**src/rtl/hc_sr04_pkg.sv**
```systemverilog
`default_nettype none
// ============================================================================
// Module      : hc_sr04_pkg
// Description : Shared constants and FSM state encoding for the hc_sr04
//               range post-processing stage.
// Revision    : 1.0 - initial release
// ============================================================================
package hc_sr04_pkg;

    // 50 MHz clock: 58.82 us round trip per cm -> 2941 ticks per cm
    localparam int unsigned CLK_HZ       = 50_000_000;
    localparam int unsigned TICKS_PER_CM = 2941;
    localparam int unsigned MAX_CM       = 400;

    typedef enum logic [2:0] {
        ST_IDLE   = 3'd0,
        ST_DIVIDE = 3'd1,
        ST_CLAMP  = 3'd2,
        ST_UPDATE = 3'd3,
        ST_OUTPUT = 3'd4
    } state_t;

endpackage
`default_nettype wire

```
**src/rtl/hc_sr04_seq_div.sv**
```systemverilog
`default_nettype none
// ============================================================================
// Module      : hc_sr04_seq_div
// Description : 32/32 restoring divider, one quotient bit per cycle, MSB
//               first. A one-cycle start loads the operands; done pulses
//               32 cycles later, in the cycle of the final step, with the
//               final quotient and remainder presented alongside it.
// Revision    : 1.0 - initial release
// ============================================================================
module hc_sr04_seq_div (
    input  logic        clock,
    input  logic        reset,
    input  logic        start,
    input  logic [31:0] dividend,
    input  logic [31:0] divisor,
    output logic        done,
    output logic [31:0] quotient,
    output logic [31:0] remainder
);

    logic [31:0] r_dvd;
    logic [31:0] r_rem;
    logic [31:0] r_quo;
    logic [4:0]  r_cnt;
    logic        r_busy;

    // The shifted partial remainder is kept 33 bits wide so a divisor with
    // bit 31 set can never overflow the trial subtraction.
    logic [32:0] w_shift;
    logic [32:0] w_diff;
    logic        w_ge;
    logic [31:0] w_rem_next;
    logic [31:0] w_quo_next;

    assign w_shift    = {r_rem, r_dvd[31]};
    assign w_ge       = (w_shift >= {1'b0, divisor});
    assign w_diff     = w_shift - {1'b0, divisor};
    assign w_rem_next = w_ge ? w_diff[31:0] : w_shift[31:0];
    assign w_quo_next = {r_quo[30:0], w_ge};

    // The last step's result goes straight out so the consumer can latch it
    // in the same cycle that done is high.
    assign done      = r_busy && (r_cnt == 5'd31);
    assign quotient  = w_quo_next;
    assign remainder = w_rem_next;

    // Load on start, then perform one restoring step per cycle for 32 cycles
    always_ff @(posedge clock or posedge reset) begin
        if (reset) begin
            r_dvd  <= '0;
            r_rem  <= '0;
            r_quo  <= '0;
            r_cnt  <= '0;
            r_busy <= 1'b0;
        end else if (start) begin
            r_dvd  <= dividend;
            r_rem  <= '0;
            r_quo  <= '0;
            r_cnt  <= '0;
            r_busy <= 1'b1;
        end else if (r_busy) begin
            r_dvd  <= {r_dvd[30:0], 1'b0};
            r_rem  <= w_rem_next;
            r_quo  <= w_quo_next;
            r_cnt  <= r_cnt + 5'd1;
            if (r_cnt == 5'd31) begin
                r_busy <= 1'b0;
            end
        end
    end

endmodule
`default_nettype wire

```
**src/rtl/hc_sr04_range_filter.sv**
```systemverilog
`default_nettype none
// ============================================================================
// Module      : hc_sr04_range_filter
// Description : Captures the hc_sr04 echo tick count on the falling edge of
//               busy, converts it to whole cm, clamps to MAX_CM and runs a
//               2^AVG_LOG2-deep moving average. A one-cycle distance_valid
//               strobe accompanies each new result, 35 cycles after capture.
// Revision    : 1.0 - initial release
// ============================================================================
module hc_sr04_range_filter #(
    parameter int TICKS_PER_CM = hc_sr04_pkg::TICKS_PER_CM,
    parameter int MAX_CM       = hc_sr04_pkg::MAX_CM,
    parameter int CM_WIDTH     = 16,
    parameter int AVG_LOG2     = 2
) (
    input  logic                clock,
    input  logic                reset,
    input  logic [31:0]         range,
    input  logic                busy,
    output logic [CM_WIDTH-1:0] raw_cm,
    output logic [CM_WIDTH-1:0] distance_cm,
    output logic                distance_valid,
    output logic                avg_ready,
    output logic                out_of_range,
    output logic                overrun
);

    import hc_sr04_pkg::*;

    localparam int DEPTH  = 1 << AVG_LOG2;
    localparam int SUM_W  = CM_WIDTH + AVG_LOG2;
    localparam int FILL_W = AVG_LOG2 + 1;

    state_t                r_state;
    logic                  r_busy_q;
    logic [31:0]           r_quotient;
    logic [CM_WIDTH-1:0]   r_sample;
    logic                  r_oor;
    logic [SUM_W-1:0]      r_sum;
    logic [CM_WIDTH-1:0]   r_buf [DEPTH];
    logic [AVG_LOG2-1:0]   r_wp;
    logic [FILL_W-1:0]     r_fill;

    logic                  w_capture;
    logic                  w_div_start;
    logic                  w_div_done;
    logic [31:0]           w_div_quo;
    logic [SUM_W-1:0]      w_sum_next;
    logic                  w_full_next;

    assign w_capture   = r_busy_q && !busy;
    assign w_div_start = (r_state == ST_IDLE) && w_capture;

    // Running sum after the oldest entry is swapped for the new sample; the
    // sum is wide enough to hold DEPTH full-scale samples without overflow.
    assign w_sum_next  = r_sum - SUM_W'(r_buf[r_wp]) + SUM_W'(r_sample);
    assign w_full_next = (r_fill >= FILL_W'(DEPTH - 1));

    // The remainder is of no use here: only whole centimetres are reported.
    hc_sr04_seq_div u_div (
        .clock     (clock),
        .reset     (reset),
        .start     (w_div_start),
        .dividend  (range),
        .divisor   (32'(TICKS_PER_CM)),
        .done      (w_div_done),
        .quotient  (w_div_quo),
        .remainder ()
    );

    // Busy delay register for falling-edge detection
    always_ff @(posedge clock or posedge reset) begin
        if (reset) begin
            r_busy_q <= 1'b0;
        end else begin
            r_busy_q <= busy;
        end
    end

    // Conversion sequencer, averaging history and registered outputs
    always_ff @(posedge clock or posedge reset) begin
        if (reset) begin
            r_state        <= ST_IDLE;
            r_quotient     <= '0;
            r_sample       <= '0;
            r_oor          <= 1'b0;
            r_sum          <= '0;
            r_wp           <= '0;
            r_fill         <= '0;
            for (int i = 0; i < DEPTH; i++) begin
                r_buf[i] <= '0;
            end
            raw_cm         <= '0;
            distance_cm    <= '0;
            distance_valid <= 1'b0;
            avg_ready      <= 1'b0;
            out_of_range   <= 1'b0;
            overrun        <= 1'b0;
        end else begin
            distance_valid <= 1'b0;

            // A completion that arrives while busy converting is dropped
            if (w_capture && (r_state != ST_IDLE)) begin
                overrun <= 1'b1;
            end

            case (r_state)
                ST_IDLE: begin
                    if (w_capture) begin
                        r_state <= ST_DIVIDE;
                    end
                end
                ST_DIVIDE: begin
                    if (w_div_done) begin
                        r_quotient <= w_div_quo;
                        r_state    <= ST_CLAMP;
                    end
                end
                ST_CLAMP: begin
                    if (r_quotient > 32'(MAX_CM)) begin
                        r_sample <= CM_WIDTH'(MAX_CM);
                        r_oor    <= 1'b1;
                    end else begin
                        r_sample <= r_quotient[CM_WIDTH-1:0];
                        r_oor    <= 1'b0;
                    end
                    r_state <= ST_UPDATE;
                end
                ST_UPDATE: begin
                    r_sum       <= w_sum_next;
                    r_buf[r_wp] <= r_sample;
                    r_wp        <= r_wp + 1'b1;
                    if (r_fill != FILL_W'(DEPTH)) begin
                        r_fill <= r_fill + 1'b1;
                    end
                    // Outputs load on this edge so they and the strobe are
                    // visible together during the OUTPUT cycle.
                    distance_valid <= 1'b1;
                    raw_cm         <= r_sample;
                    out_of_range   <= r_oor;
                    avg_ready      <= w_full_next;
                    distance_cm    <= w_full_next ? CM_WIDTH'(w_sum_next >> AVG_LOG2)
                                                  : r_sample;
                    r_state        <= ST_OUTPUT;
                end
                ST_OUTPUT: begin
                    r_state <= ST_IDLE;
                end
                default: begin
                    r_state <= ST_IDLE;
                end
            endcase
        end
    end

endmodule
`default_nettype wire

```
**config.mk**
```make
export PLATFORM = sky130hd
export DESIGN_NAME = hc_sr04_range_filter
export DESIGN_NICKNAME = d
export VERILOG_FILES = /design/src/rtl/hc_sr04_pkg.sv /design/src/rtl/hc_sr04_seq_div.sv /design/src/rtl/hc_sr04_range_filter.sv
export SDC_FILE = /design/constraint.sdc
export NUM_CORES = 1
export LEC_CHECK = 0
export BUFFER_PORTS_ARGS = -buffer_cell sky130_fd_sc_hd__buf_2
export CORE_ASPECT_RATIO = 0.6
export CORE_MARGIN = 2
export CORE_UTILIZATION = 37
export CTS_CLUSTER_DIAMETER = 80
export DETAILED_ROUTE_END_ITERATION = 8
export HOLD_SLACK_MARGIN = 0.12
export PLACE_DENSITY_LB_ADDON = 0.3
export SETUP_SLACK_MARGIN = 0.1
export SLEW_MARGIN = 20
export SYNTH_ARGS = -nofsm -noshare
export SYNTH_HDL_FRONTEND = slang
export SYNTH_HIERARCHICAL = 1
export SYNTH_SLANG_ARGS = --single-unit
export TNS_END_PERCENT = 50
```
**constraint.sdc**
```tcl
create_clock -name clock -period 6.5 [get_ports clock]
set_input_delay 1.3 -clock clock [delete_from_list [all_inputs] [get_ports clock]]
set_output_delay 1.3 -clock clock [all_outputs]
set_load 0.02 [all_outputs]
```
==> out/summary.txt, run 1 <==
Worst-skew pair later-pin latency = 0.58 ns
Initial core utilization = 37.9%
Final period util = 65.1%
Commonest cells after routing, fill and taps aside = dfrtp_1 (276), nand2_1 (188), o21ai_0 (138), inv_1 (114), nor2_1 (102)
Ant. Diodes = 0
GPL Wtd Cong = 0.900
TritonCTS clock tree = done
Final antenna-violating net count = 0
CTS H-Tree Depth = 1
Detailed Route WL = 35.5 mm
# Post-CTS Setup Buffers = 0
Core area = 0.0394 mm^2
Layout net count = 1687
Port Buf Inserts = 70
Setup WS pre-CTS = 2.32 ns
Worst path required time = 6.94 ns
TritonRoute pass-1 iters = 8
Leakage = 0.00771 uW
Vias per inst = 5.22
Post-cts repair resize count = 0
Netlist Area Pre-Place = 0.0150 mm^2
Final HPWL DP = 24.9 mm
Critical Path Fanout Max = 11
Syn. warnings = 6
Vias post-DR = 11051
Final Hold Fails = 0
Final setup fails = 0
Global-route wire length before repair = 59.4 mm
Die area = 0.0421 mm^2
Fillers = 3806
Post-route setup TNS = 0 ns
TritonCTS buffer count = 29
CTS clk-pin slew, worst paths = 0.07 ns
Mapped Cells = 1515
CP Data Arrival Time = 4.67 ns
Finished Layout Cells = 2119
Layout cells sized above 1 = 12.3%
GR Overflow Total = 0
Placed cell count = 2067
Vias in the first global route = 10669
Pin count of the biggest net entering global routing = 89
Die Wd = 264 um
P per Cell Area = 470 mW/mm^2
Wire length per cell = 16.8 um
Initial DRC Count = 867
Max Buffers Root-to-Sink = 3
Worst hold slack = 0.476 ns
RSZ-0062 raised after global routing = no
CTS sink cnt = 277
All-layer global routing usage = 17.1%
CP endpoint kind = flip-flop
Skew final = 0.0155 ns
WS Path Type = flip-flop to flip-flop
FP Rows = 56
I/O pin count = 71
Worst slew pin tran = 1.08 ns
Die Height = 160 um
Maximum vdd drop = 0.231 mV
Final worst slack = 2.27 ns
Layout area overhead = 12.8%
Fmax = 236 MHz
Maxcap violations = 0
Hold-fix buffers, CTS = 0
Synth Area per Inst = 9.87 um^2
Root Driver = clkbuf_16
Outcome = completed
Multi-input gate area = 0.00738 mm^2
Initial antenna violation count = 0
Reg area = 0.00694 mm^2
Slew Limit Fails = 0
Worst min path class = flip-flop to flip-flop
Commonest non-fill, non-tap cell in the layout = dfrtp_1
Final Power = 7940 uW
DRC = 0
Max-slew headroom = 28.1%
Setup crit start kind = flip-flop
Fin crit period = 4.23 ns
routing by layer:
layer  track usage, %  vias up  wire length (um)
met5                0        -                 0
li1                 -     5350                 -
met4             3.53        0               619
met1             28.3     5465             19600
met2             22.6      193             13500
met3             3.05       43              1710
final cells by class:
class / instances / area share [%]
Clock buffer: 35 / 4.61
Clock inverter: 17 / 1.17
Inverter: 120 / 2.71
Multi-Input combinational cell: 1062 / 43.7
Sequential cell: 277 / 41.1
Tap cell: 522 / 3.87
Timing Repair Buffer: 86 / 2.81
flip-flops by register name, summed over array words and instances, names as in the netlist, 2 cells and up:
signal and cells:
r_buf 64, r_quotient 32, u_div/r_dvd 32, u_div/r_rem 32, u_div/r_quo 31, r_sum 18, distance_cm 16, r_sample 16
raw_cm 16, u_div/r_cnt 5, r_fill 3, r_state 3, r_wp 2
worst paths after layout:
check                                            from                     endpoint  slack [ns]  cells past startpoint
worst min register to register  raw_cm[4]$_DFFE_PP0P_        raw_cm[4]$_DFFE_PP0P_        0.48                      2
worst max register to register    r_wp[0]$_DFFE_PP0P_  distance_cm[12]$_DFFE_PP0P_        2.27                     13
max in group asynchronous                       reset    r_quotient[7]$_DFFE_PP0P_        4.32                      3
worst min-delay path            raw_cm[4]$_DFFE_PP0P_        raw_cm[4]$_DFFE_PP0P_        0.48                      2
min in group asynchronous                       reset        raw_cm[1]$_DFFE_PP0P_        0.89                      2
worst max-delay path              r_wp[0]$_DFFE_PP0P_  distance_cm[12]$_DFFE_PP0P_        2.27                     13
metrics by stage:
step	cell area, um^2	utilization [%]
floorplan	15100	-
global placement	15900	40.3
detailed placement	15900	40.3
CTS	16900	42.8
global route	16900	42.8
finish	16900	42.8
power by group:
group          switching [uW]  internal [uW]
logic                    2060           1570
clock network             734            980
registers                 402           2190
worst max-delay path: stages, from the launching register on:
cell and delay [ns]:
dfrtp_1 0.61, buf_4 0.35, mux4_2 0.55, fa_1 0.50
inv_1 0.05, ha_1 0.34, nor2b_4 0.15, o2111a_1 0.25
or3_4 0.41, a311oi_4 0.39, o21ai_2 0.12, xnor2_1 0.15
mux2i_1 0.13, o21ai_1 0.07
Note: power is estimated with default switching activity, not from simulation.
==> run 2: changes to the inputs <==
==> constraint.sdc (replaced) <==
create_clock -name clock -period 3.85 [get_ports clock]
set_input_delay 0.77 -clock clock [delete_from_list [all_inputs] [get_ports clock]]
set_output_delay 0.77 -clock clock [all_outputs]
set_load 0.02 [all_outputs]
==> out/summary.txt, run 2 (synthesized netlist as in run 1, its figures left out) <==
Outcome = completed (unchanged)
Routing usage on met1 = 29.0% (was 28.3%)
FP Rows = 56 (unchanged)
Fmax = 272 MHz (was 236 MHz)
Global-route wire length before repair = 60.2 mm (was 59.4 mm)
Ant. Diodes = 0 (unchanged)
Pin count of the biggest net entering global routing = 99 (was 89)
Port Buf Inserts = 70 (unchanged)
Worst slew pin tran = 0.892 ns (was 1.08 ns)
Worst path max stage delay = 0.51 ns (was 0.61 ns)
Flip-flop count of the largest register after layout = 64 (unchanged)
Vias per inst = 5.21 (was 5.22)
Initial core utilization = 37.9% (unchanged)
DRC = 0 (unchanged)
CTS H-Tree Depth = 1 (unchanged)
Layout net count = 1705 (was 1687)
Leakage = 0.00787 uW (was 0.00771 uW)
Commonest cells after routing, fill and taps aside = dfrtp_1 (275), nand2_1 (189), o21ai_0 (137), inv_1 (112), nor2_1 (102) (was dfrtp_1 (276), nand2_1 (188), o21ai_0 (138), inv_1 (114), nor2_1 (102))
Worst path required time = 4.28 ns (was 6.94 ns)
CTS clk-pin slew, worst paths = 0.07 ns (about the same)
Hold-fix buffers, CTS = 0 (unchanged)
Maximum vdd drop = 0.343 mV (was 0.231 mV)
Layout area overhead = 15.7% (was 12.8%)
Final instance area = 0.0173 mm^2 (was 0.0169 mm^2)
GPL Wtd Cong = 0.906 (was 0.900)
Final HPWL DP = 25.8 mm (was 24.9 mm)
Int Pwr = 8360 uW (was 4740 uW)
CP max stage cell = fa_1 (was dfrtp_1)
Fillers = 3752 (was 3806)
TritonCTS clock tree = done (unchanged)
Post-route setup TNS = 0 ns (unchanged)
Comb power frac = 48.0% (was 45.7%)
Initial antenna violation count = 0 (unchanged)
Slew Limit Fails = 0 (unchanged)
Part of the power in registers = 31.2% (was 32.7%)
RR Startpoint = r_wp[0]$_DFFE_PP0P_ (unchanged)
Biggest register = r_buf (unchanged)
CP Data Arrival Time = 4.11 ns (was 4.67 ns)
Initial DRC Count = 932 (was 867)
WS Path Type = flip-flop to flip-flop (unchanged)
Max Buffers Root-to-Sink = 3 (unchanged)
CP endpoint kind = flip-flop (unchanged)
Final period util = 95.5% (was 65.1%)
M3 GR Usage = 3.27% (was 3.05%)
Detailed Route WL = 36.2 mm (was 35.5 mm)
All-layer global routing usage = 17.4% (was 17.1%)
Sw Ratio = 39.8% (was 40.2%)
Max-slew headroom = 40.4% (was 28.1%)
Vias in the first global route = 10855 (was 10669)
Worst min path class = input port to asynchronous set/reset pin (was flip-flop to flip-flop)
Switching power total = 5520 uW (was 3190 uW)
Die area = 0.0421 mm^2 (unchanged)
Reg area = 0.00694 mm^2 (about the same)
Final core utilization = 43.9% (was 42.8%)
Final setup fails = 0 (unchanged)
Skew final = 0.0184 ns (was 0.0155 ns)
Placed cell areas = 0.0161 mm^2 (was 0.0159 mm^2)
Wire length per cell = 16.9 um (was 16.8 um)
GR peak layer = met1 (unchanged)
Core area = 0.0394 mm^2 (unchanged)
Fin crit period = 3.68 ns (was 4.23 ns)
Cells along the critical path = clkbuf_16 > buf_12 > mux4_2 > fa_1 > inv_2 > ha_4 > or3_1 > or3_4 > a311oi_4 > o21ai_2 > xnor2_2 > mux2i_1 > o21ai_1 (was buf_4 > mux4_2 > fa_1 > inv_1 > ha_1 > nor2b_4 > o2111a_1 > or3_4 > a311oi_4 > o21ai_2 > xnor2_1 > mux2i_1 > o21ai_1)
TritonCTS buffer count = 28 (was 29)
Die Wd = 264 um (unchanged)
Commonest non-fill, non-tap cell in the layout = dfrtp_1 (unchanged)
Multi-input gate area = 0.00754 mm^2 (was 0.00738 mm^2)
Final antenna-violating net count = 0 (unchanged)
Met2 usage = 22.8% (was 22.6%)
CTS sink cnt = 277 (unchanged)
Share of total power in the clock network = 20.8% (was 21.6%)
TritonRoute pass-1 iters = 5 (was 8)
Maxcap violations = 0 (unchanged)
Root Driver = clkbuf_16 (unchanged)
Setup WS pre-CTS = 0.125 ns (was 2.32 ns)
Final worst slack = 0.173 ns (was 2.27 ns)
Worst-skew pair later-pin latency = 0.58 ns (about the same)
I/O pin count = 71 (unchanged)
GR Overflow Total = 0 (unchanged)
Final Hold Fails = 0 (unchanged)
Die Height = 160 um (unchanged)
P per Cell Area = 802 mW/mm^2 (was 470 mW/mm^2)
Setup crit start kind = flip-flop (unchanged)
Worst setup startpoint = r_wp[0]$_DFFE_PP0P_ (unchanged)
RSZ-0062 raised after global routing = yes (was no)
Layout cells sized above 1 = 14.5% (was 12.3%)
Vias post-DR = 11133 (was 11051)
Critical Path Fanout Max = 4 (was 11)
run 2: cell types whose count changed in the layout (fill, tap and decap cells not counted), moves of 6 or more:
cell / delta
ha_4: +6
buf_4: +10
ha_1: -7
buf_12: +9
run 2: area by class of cell:
| type | count | area share (%) |
|---|---|---|
| clock buffers | 40 | 4.60 |
| clock inverters | 11 | 1.04 |
| inverters | 120 | 2.64 |
| multi-input cells | 1062 | 43.6 |
| flip-flops and latches | 277 | 40.1 |
| well taps | 522 | 3.77 |
| repair buffers | 105 | 4.30 |
run 2: critical path: cells and delay by family, from the launching register on:
kind / cells / cell delay (ns)
AO/OA/AOI/OAI: 3 / 0.51
XOR/XNOR: 1 / 0.15
adder cells (fa/ha/maj): 2 / 0.67
buffers and inverters: 3 / 0.33
flip-flops: 1 / 0.46
multiplexers: 2 / 0.64
AND/OR/NAND/NOR: 2 / 0.77
run 2: power groups by stage:
stage	logic, uW	registers [uW]	clock network (uW)
final	6660	4330	2890
after global placement	6090	4340	0
after CTS	6250	4330	2970
after floorplan	4930	4160	0
after global routing	7350	4450	3090
after detailed placement	6200	4370	0
run 2: timing repair:
action | in CTS | in global routing
gates resized for setup | 1 | 31
buffers inserted | 0 | 4
gates cloned | 0 | 1
pin swaps | 0 | 13
setup endpoints to repair | 3 | 16
run 2: final timing paths:
check                                              endpoint  cells after the start  slack, ns
worst max-delay path            distance_cm[12]$_DFFE_PP0P_                     13       0.17
worst max register to register  distance_cm[12]$_DFFE_PP0P_                     13       0.17
worst min register to register        raw_cm[7]$_DFFE_PP0P_                      2       0.48
worst min-delay path                  r_buf[20]$_DFFE_PP0P_                      2       0.31
max in group asynchronous        r_quotient[16]$_DFFE_PP0P_                      3       2.64
min in group clock                       r_busy_q$_DFF_PP0_                      1       0.37
run 2: metal layers:
| metal | wire length, um | share of wire [%] |
|---|---|---|
| met1 | 19800 | 55 |
| met2 | 13600 | 38 |
| met3 | 2110 | 5.8 |
| met4 | 625 | 1.7 |
| met5 | 0 | 0 |
run 2: metrics by stage:
step / std cells / total power, uW / hold slack (ns)
floorplan: 1545 / 9090 / 0.439
global placement: 2081 / 10400 / 0.454
detailed placement: 2081 / 10600 / 0.463
CTS: 2132 / 13500 / 0.290
global route: 2137 / 14900 / 0.328
finish: 2137 / 13900 / 0.306
==> run 3: changes to the inputs <==
--- a/config.mk
+++ b/config.mk
@@ -6,7 +6,7 @@
 export NUM_CORES = 1
 export LEC_CHECK = 0
 export BUFFER_PORTS_ARGS = -buffer_cell sky130_fd_sc_hd__buf_2
-export CORE_ASPECT_RATIO = 0.6
+export CORE_ASPECT_RATIO = 0.75
 export CORE_MARGIN = 2
 export CORE_UTILIZATION = 37
 export CTS_CLUSTER_DIAMETER = 80
==> constraint.sdc (replaced) <==
create_clock -name clock -period 3.79 [get_ports clock]
set_input_delay 0.758 -clock clock [delete_from_list [all_inputs] [get_ports clock]]
set_output_delay 0.758 -clock clock [all_outputs]
set_load 0.02 [all_outputs]
==> out/summary.txt, run 3 (synthesized netlist as in run 1, its figures left out) <==
Outcome = completed (unchanged)
Max-slew headroom = 35.9% (was 40.4%)
CTS H-Tree Depth = 1 (unchanged)
Slew Limit Fails = 0 (unchanged)
Final period util = 95.8% (was 95.5%)
CTS clk-pin slew, worst paths = 0.06 ns (was 0.07 ns)
Worst path required time = 4.20 ns (was 4.28 ns)
Vias per inst = 5.08 (was 5.21)
GR Overflow Total = 0 (unchanged)
Commonest cells after routing, fill and taps aside = dfrtp_1 (276), nand2_1 (189), o21ai_0 (137), inv_1 (111), nor2_1 (101) (was dfrtp_1 (275), nand2_1 (189), o21ai_0 (137), inv_1 (112), nor2_1 (102))
Wire length per cell = 15.8 um (was 16.9 um)
Fillers = 3833 (was 3752)
Setup WS pre-CTS = 0.0579 ns (was 0.125 ns)
RSZ-0062 raised after global routing = yes (unchanged)
Global-route wire length before repair = 57.0 mm (was 60.2 mm)
Hold-fix buffers, CTS = 0 (unchanged)
Die Wd = 236 um (was 264 um)
RR Startpoint = r_wp[0]$_DFFE_PP0P_ (unchanged)
CTS sink cnt = 277 (unchanged)
Final antenna-violating net count = 0 (unchanged)
Reg2reg end = distance_cm[12]$_DFFE_PP0P_ (unchanged)
Fin crit period = 3.63 ns (was 3.68 ns)
TritonRoute pass-1 iters = 5 (unchanged)
Die Height = 178 um (was 160 um)
Flip-flop count of the largest register after layout = 64 (unchanged)
Placed cell areas = 0.0160 mm^2 (was 0.0161 mm^2)
Maxcap violations = 0 (unchanged)
CP endpoint = distance_cm[12]$_DFFE_PP0P_ (unchanged)
Pin count of the biggest net entering global routing = 89 (was 99)
Vias in the first global route = 10895 (was 10855)
Core area = 0.0397 mm^2 (was 0.0394 mm^2)
CP endpoint kind = flip-flop (unchanged)
WS Path Type = flip-flop to flip-flop (unchanged)
Root Driver = clkbuf_16 (unchanged)
Post-route setup TNS = 0 ns (unchanged)
Reg2Reg Setup Slack = 0.16 ns (was 0.17 ns)
Initial core utilization = 37.7% (was 37.9%)
Ant. Diodes = 0 (unchanged)
Maximum vdd drop = 0.404 mV (was 0.343 mV)
Final worst slack = 0.157 ns (was 0.173 ns)
Leakage = 0.00791 uW (was 0.00787 uW)
Final Hold Fails = 0 (unchanged)
CP Data Arrival Time = 4.04 ns (was 4.11 ns)
Vias post-DR = 10881 (was 11133)
Critical Path Fanout Max = 5 (was 4)
Biggest register = r_buf (unchanged)
Setup crit start kind = flip-flop (unchanged)
Worst slew pin tran = 0.961 ns (was 0.892 ns)
I/O pin count = 71 (unchanged)
Final core utilization = 43.6% (was 43.9%)
Commonest non-fill, non-tap cell in the layout = dfrtp_1 (unchanged)
Layout net count = 1710 (was 1705)
Initial antenna violation count = 0 (unchanged)
Layout area overhead = 15.9% (was 15.7%)
FF-to-FF path depth = 12 (was 13)
FP Rows = 63 (was 56)
Port Buf Inserts = 70 (unchanged)
TritonCTS clock tree = done (unchanged)
Detailed Route WL = 33.9 mm (was 36.2 mm)
Final Power = 14100 uW (was 13900 uW)
All-layer global routing usage = 16.4% (was 17.4%)
Worst-skew pair later-pin latency = 0.57 ns (was 0.58 ns)
Max Buffers Root-to-Sink = 3 (unchanged)
Skew final = 0.0170 ns (was 0.0184 ns)
Die area = 0.0421 mm^2 (about the same)
GPL Wtd Cong = 0.891 (was 0.906)
TritonCTS buffer count = 30 (was 28)
Final instance area = 0.0173 mm^2 (about the same)
Final setup fails = 0 (unchanged)
Fmax = 275 MHz (was 272 MHz)
Initial DRC Count = 728 (was 932)
Worst min path class = input port to asynchronous set/reset pin (unchanged)
Worst setup startpoint = r_wp[0]$_DFFE_PP0P_ (unchanged)
Layout cells sized above 1 = 15.1% (was 14.5%)
DRC = 0 (unchanged)
Final HPWL DP = 23.5 mm (was 25.8 mm)
P per Cell Area = 812 mW/mm^2 (was 802 mW/mm^2)
==> run 3: final cells by class <==
cell class	instances	area (um^2)	share of cell area [%]
clock buffer	45	897	5.18
clock inverter	10	121	0.700
inverter	120	457	2.63
multi-input combinational	1062	7560	43.6
sequential	277	6940	40.0
tap	520	651	3.75
timing repair buffer	108	711	4.10
==> run 3: what timing repair did <==
item,CTS,global route
gates cloned,0,1
gates resized for setup,1,36
hold endpoints to repair,0,0
setup endpoints to repair,1,13
pin swaps,1,21
buffers inserted,0,6
==> run 3: worst min path at each step <==
stage                           startpoint                           to  slack (ns)  cells after the start
global placement    raw_cm[13]$_DFFE_PP0P_       raw_cm[13]$_DFFE_PP0P_        0.46                      2
floorplan                r_oor$_DFFE_PP0P_     out_of_range$_DFFE_PP0P_        0.44                      2
detailed placement   raw_cm[9]$_DFFE_PP0P_        raw_cm[9]$_DFFE_PP0P_        0.47                      2
finish                               reset  u_div/r_rem[29]$_DFFE_PP0P_        0.30                      2
CTS                                   busy           r_busy_q$_DFF_PP0_        0.29                      1
global route                          busy           r_busy_q$_DFF_PP0_        0.29                      1
==> run 3: where the power goes <==
part / internal [uW] / switching (uW) / leakage (uW)
registers: 3760 / 549 / 0.00346
clock network: 1770 / 1230 / 0.000501
logic: 3050 / 3730 / 0.00395
==> run 3: worst max-delay path: stages, from the launching register on <==
cell and delay (ns):
dfrtp_1 0.43, clkbuf_16 0.19, mux4_2 0.53, fa_1 0.50, inv_1 0.07, ha_4 0.18
or3_4 0.36, or3_4 0.43, a311oi_4 0.32, o21ai_2 0.11, xnor2_2 0.16, mux2i_1 0.13
o21ai_1 0.08
==> run 3: metrics by stage <==
step / hold slack [ns] / std cells
after floorplan: 0.439 / 1545
final: 0.302 / 2142
after global placement: 0.456 / 2080
after CTS: 0.285 / 2135
after global routing: 0.293 / 2142
after detailed placement: 0.466 / 2080
==> run 3: metal layers <==
layer | vias up | GRT usage [%] | wire, um
li1 | 5376 | - | -
met1 | 5288 | 25.0 | 17900
met2 | 178 | 24.5 | 14100
met3 | 39 | 2.58 | 1390
met4 | 0 | 3.03 | 538
met5 | - | 0 | 0
